File: config.mk
export PLATFORM = sky130hd
export DESIGN_NAME = dec_seq
export DESIGN_NICKNAME = d
export VERILOG_FILES = /design/src/rtl/dec_seq.sv
export SDC_FILE = /design/constraint.sdc
export NUM_CORES = 1
export LEC_CHECK = 0
export BUFFER_PORTS_ARGS = -buffer_cell sky130_fd_sc_hd__buf_2
export CORE_UTILIZATION = 59
export DETAILED_ROUTE_END_ITERATION = 8
export PLACE_DENSITY = 0.83
export SYNTH_ARGS = -nofsm -noshare
export SYNTH_HDL_FRONTEND = slang
export SYNTH_SLANG_ARGS = --single-unit
File: constraint.sdc
create_clock -name Clk -period 4.7 [get_ports Clk]
set_input_delay 0.235 -clock Clk [delete_from_list [all_inputs] [get_ports Clk]]
set_output_delay 0.235 -clock Clk [all_outputs]
set_load 0.005 [all_outputs]
File: src/rtl/dec_seq.sv
// Index decoder with one-hot, thermometer and timed scan modes behind a
// valid/ready handshake; Y is registered one cycle after each accept.
module dec_seq #(
  parameter int WIDTH = 3,
  parameter int HOLD  = 4
) (
  input  logic                  Clk,
  input  logic                  Rst,
  input  logic [WIDTH-1:0]      W,
  input  logic                  En,
  input  logic [1:0]            Mode,
  input  logic                  InValid,
  output logic                  InReady,
  output logic [(2**WIDTH)-1:0] Y,
  output logic                  OutValid,
  input  logic                  OutReady,
  output logic                  Busy
);

  localparam int OUT_W = 2**WIDTH;
  localparam logic [7:0] HOLD_LAST = 8'(HOLD - 1);
  localparam logic [WIDTH-1:0] IDX_LAST = '1;

  typedef enum logic [1:0] {IDLE, OUT, SCAN} state_t;

  state_t           state;
  logic [7:0]       hold_cnt;
  logic [WIDTH-1:0] scan_idx;
  logic             accept;

  function automatic logic [OUT_W-1:0] one_hot(input logic [WIDTH-1:0] i);
    logic [OUT_W-1:0] r;
    r    = '0;
    r[i] = 1'b1;
    return r;
  endfunction

  function automatic logic [OUT_W-1:0] thermo(input logic [WIDTH-1:0] i);
    logic [OUT_W-1:0] r;
    r = '0;
    for (int k = 0; k < OUT_W; k++) r[k] = (k <= int'(i));
    return r;
  endfunction

  // Reserved mode and any disabled request decode to all zeros.
  function automatic logic [OUT_W-1:0] decode(input logic [1:0] m, input logic e,
                                              input logic [WIDTH-1:0] i);
    logic [OUT_W-1:0] r;
    r = '0;
    if (e && m == 2'b00) r = one_hot(i);
    else if (e && m == 2'b01) r = thermo(i);
    return r;
  endfunction

  assign InReady = (state == IDLE) || (state == OUT && OutReady);
  assign accept  = InValid && InReady;

  always_ff @(posedge Clk) begin
    if (Rst) begin
      state    <= IDLE;
      Y        <= '0;
      OutValid <= 1'b0;
      Busy     <= 1'b0;
      hold_cnt <= '0;
      scan_idx <= '0;
    end else begin
      case (state)
        IDLE, OUT: begin
          if (accept) begin
            OutValid <= 1'b1;
            if (Mode == 2'b10 && En) begin
              state    <= SCAN;
              Busy     <= 1'b1;
              scan_idx <= W;
              hold_cnt <= '0;
              Y        <= one_hot(W);
            end else begin
              state <= OUT;
              Y     <= decode(Mode, En, W);
            end
          end else if (state == OUT && OutReady) begin
            state    <= IDLE;
            OutValid <= 1'b0;
            Y        <= '0;
          end
        end
        SCAN: begin
          // Stalled downstream freezes the whole scan, counter included.
          if (OutReady) begin
            if (hold_cnt == HOLD_LAST) begin
              hold_cnt <= '0;
              if (scan_idx == IDX_LAST) begin
                state    <= IDLE;
                Busy     <= 1'b0;
                OutValid <= 1'b0;
                Y        <= '0;
              end else begin
                scan_idx <= scan_idx + 1'b1;
                Y        <= one_hot(scan_idx + 1'b1);
              end
            end else begin
              hold_cnt <= hold_cnt + 8'd1;
            end
          end
        end
        default: begin
          state    <= IDLE;
          Busy     <= 1'b0;
          OutValid <= 1'b0;
          Y        <= '0;
        end
      endcase
    end
  end

endmodule
==> flow_metrics.env <==
export IMPL_ctsResizeCount=0
export IMPL_place_gp_congestion=0.868
export IMPL_cp_top_family="simple AND/OR/NAND/NOR gates"
export IMPL_synth_seq_cells=23
export IMPL_grt_pass1_vias=1107
export IMPL_fin_nets=194
export IMPL_track_usage=0.256
export IMPL_grt_max_degree=18
export IMPL_synthesis_area_mm2=0.00134
export IMPL_dp_slack_ns=2.56
export IMPL_numCtsBuffers=3
export IMPL_ir_drop_v=0.000238
export IMPL_worst_pin_slew_ns=0.588
export IMPL_fin_skew_ns=0.00198
export IMPL_p_leak_nw=0.644
export IMPL_antenna_found_initial=0
export IMPL_crit_arrival_ns=2.42
export IMPL_diodes=0
export IMPL_finalMaxSlewViolations=0
export IMPL_cts_sinks=23
export IMPL_worstHoldPathType="in2reg"
export IMPL_crit_fanout=16
export IMPL_final_cells=207
export IMPL_cp_slowest_cell="dfxtp_1"
export IMPL_cp_num_buf_inv=0
export IMPL_crit_chain="nand2b_1, o32ai_2, o21ai_0, nand2b_1, nor2_1"
export IMPL_vias=1228
export IMPL_synth_edf_count=0
export IMPL_syn_area_per_cell_um2=8.11
export IMPL_drc=0
export IMPL_wl_per_cell_um=13.7
export IMPL_p_per_area_mw_per_mm2=240
export IMPL_antenna_left=0
export IMPL_cts_root_buffer="clkbuf_4"
export IMPL_ys_flop_type="dfxtp_1"
export IMPL_vias_per_cell=5.93
export IMPL_crit_top_cell="nand2b_1"
export IMPL_ios=21
export IMPL_cap_violations=0
export IMPL_grt_overflow=0
export IMPL_postCtsHoldBufs=0
export IMPL_cts_clk_slew_worst_paths_ns=0.12
export IMPL_finalSetupViolations=0
export IMPL_synthArstFlopShare=0
export IMPL_area_delta_synth_final_pct=9.45
export IMPL_dieHeight_um=49.6
export IMPL_cts_tree="yes"
export IMPL_drive_gt1_frac=0.178
export IMPL_rows=16
export IMPL_worstSetupStartpointType="register"
export IMPL_post_cts_buffers=0
export IMPL_crit_path_max_incr_delay_ns=0.69
export IMPL_fin_ws_ns=2.50
export IMPL_period_share=0.469
export IMPL_fill_cells=189
export IMPL_hold_viol_final=0
export IMPL_grt_pass1_wl_mm=4.91
export IMPL_max_freq_mhz=454
export IMPL_dr_pass1_iters=4
export IMPL_fin_setup_tns_ns=0
export IMPL_relSlewSlack=0.605
export IMPL_dp_cells=203
export IMPL_io_buffer_count=20
export IMPL_seqCellArea_um2=460
export IMPL_crit_required_ns=4.92
export IMPL_synthCells=165
export IMPL_fp_dieW_um=49.6
export IMPL_start_util=0.655
export IMPL_routed_wl_mm=2.84
export IMPL_finalCriticalPeriod_ns=2.20
export IMPL_core_area_mm2=0.00204
export IMPL_status="completed"
export IMPL_clock_path_buffers=2
export IMPL_syn_num_nets=178
export IMPL_yosys_warnings=0
export IMPL_clock_latency_ns=0.32
export IMPL_ys_seq_area_frac=0.344
export IMPL_place_hpwl_mm=2.16
export IMPL_worst_setup_path_type="reg2reg"
export IMPL_rsz0062_at_grt="false"
export IMPL_ys_types=43
export IMPL_cp_end_kind="register"
export IMPL_cts_max_level=1
export IMPL_dieArea_mm2=0.00246
export IMPL_drtIter0Drc=55
export IMPL_r2r_slack_ns=2.50
export IMPL_multi_input_area_um2=825
==> metal layers <==
layer	track usage	share of wire
met1	0.358	0.49
met2	0.405	0.45
met3	0.0370	0.057
met4	0.0762	0.012
met5	0	0
==> registers in the layout, indices dropped and copies added (netlist names) <==
| signal | cells |
|---|---|
| OutValid | 1 |
| scan_idx | 3 |
| Y | 8 |
| hold_cnt | 8 |
| Busy | 1 |
| state | 2 |
==> power by group <==
group	internal [W]	switching, W
combinational	0.0000206	0.0000309
clock	0.0000333	0.0000616
sequential	0.000199	0.00000489
total	0.000253	0.0000974
==> worst reg2reg max path, stage by stage, from the launching register on <==
cell and delay, ns:
dfxtp_1 0.69, nand2b_1 0.40, o32ai_2 0.43, o21ai_0 0.22, nand2b_1 0.27, nor2_1 0.10
==> kinds of logic (layout without fill, tap and decap cells) <==
group / Yosys count / count (layout) / share of synthesized area
AOI/OAI and AO/OA: 38 / 38 / 0.195
adders and majority gates: 3 / 3 / 0.0281
DFF: 23 / 23 / 0.344
xor gates and xnor gates: 7 / 7 / 0.0458
and+or+nand+nor: 74 / 74 / 0.300
muxes: 6 / 6 / 0.0477
buffers and inverters: 14 / 29 / 0.0393
==> cell usage in the layout (no fill, tap or decap), drive strengths merged, types with 4 or more instances in the layout <==
cell type	count
nor3	7
dfxtp	23
nor2	22
a21oi	11
inv	5
nand2	16
o21ai	9
and3	4
clkbuf	4
xor2	6
buf	20
==> cell usage after synthesis (2+ instances only) <==
cell type | number | area, µm²
a21o_1 | 3 | 22.5
a21oi_1 | 11 | 55.1
a22oi_1 | 2 | 15.0
and3_1 | 4 | 25.0
and4_1 | 2 | 17.5
and4b_1 | 2 | 20.0
buf_1 | 3 | 11.3
clkbuf_1 | 6 | 22.5
dfxtp_1 | 23 | 460
ha_1 | 3 | 37.5
inv_1 | 5 | 18.8
mux2_2 | 3 | 33.8
mux2i_1 | 3 | 30.0
nand2_1 | 16 | 60.1
nand2b_1 | 3 | 18.8
nand3_1 | 3 | 15.0
nand3b_1 | 2 | 15.0
nand4_1 | 3 | 18.8
nor2_1 | 22 | 82.6
nor3_1 | 6 | 30.0
nor4b_1 | 3 | 26.3
o211ai_1 | 2 | 15.0
o21ai_0 | 9 | 45.0
or3_1 | 2 | 12.5
xor2_1 | 6 | 52.6
==> per-stage QoR <==
stage                     power (W)  utilization  hold WS, ns  area, µm²
final                      0.000351        0.717        0.250       1460
after global routing       0.000366        0.717        0.240       1460
after CTS                  0.000350        0.717        0.245       1460
after detailed placement   0.000260        0.704        0.446       1440
after global placement     0.000257        0.704        0.437       1440
after floorplan            0.000244            -        0.424       1340
==> path summary, 6_finish.rpt <==
path / from / to / depth (start not counted)
setup reg to reg: state[1]$_SDFFE_PP0P_ / hold_cnt[6]$_SDFFE_PP0P_ / 5
hold / removal: InValid / state[0]$_SDFFE_PP0P_ / 3
hold reg to reg: Y[2]$_SDFFE_PP0P_ / Y[2]$_SDFFE_PP0P_ / 2
setup / recovery: state[1]$_SDFFE_PP0P_ / hold_cnt[6]$_SDFFE_PP0P_ / 5
==> area by class of cell <==
type	count	share of cell area
Multi-Input combinational cell	128	0.563
Sequential cell	23	0.315
Timing Repair Buffer	20	0.0684
Tap cell	27	0.0231
Clock buffer	4	0.0179
Inverter	5	0.0128
Note: power is estimated with default switching activity, not from simulation.
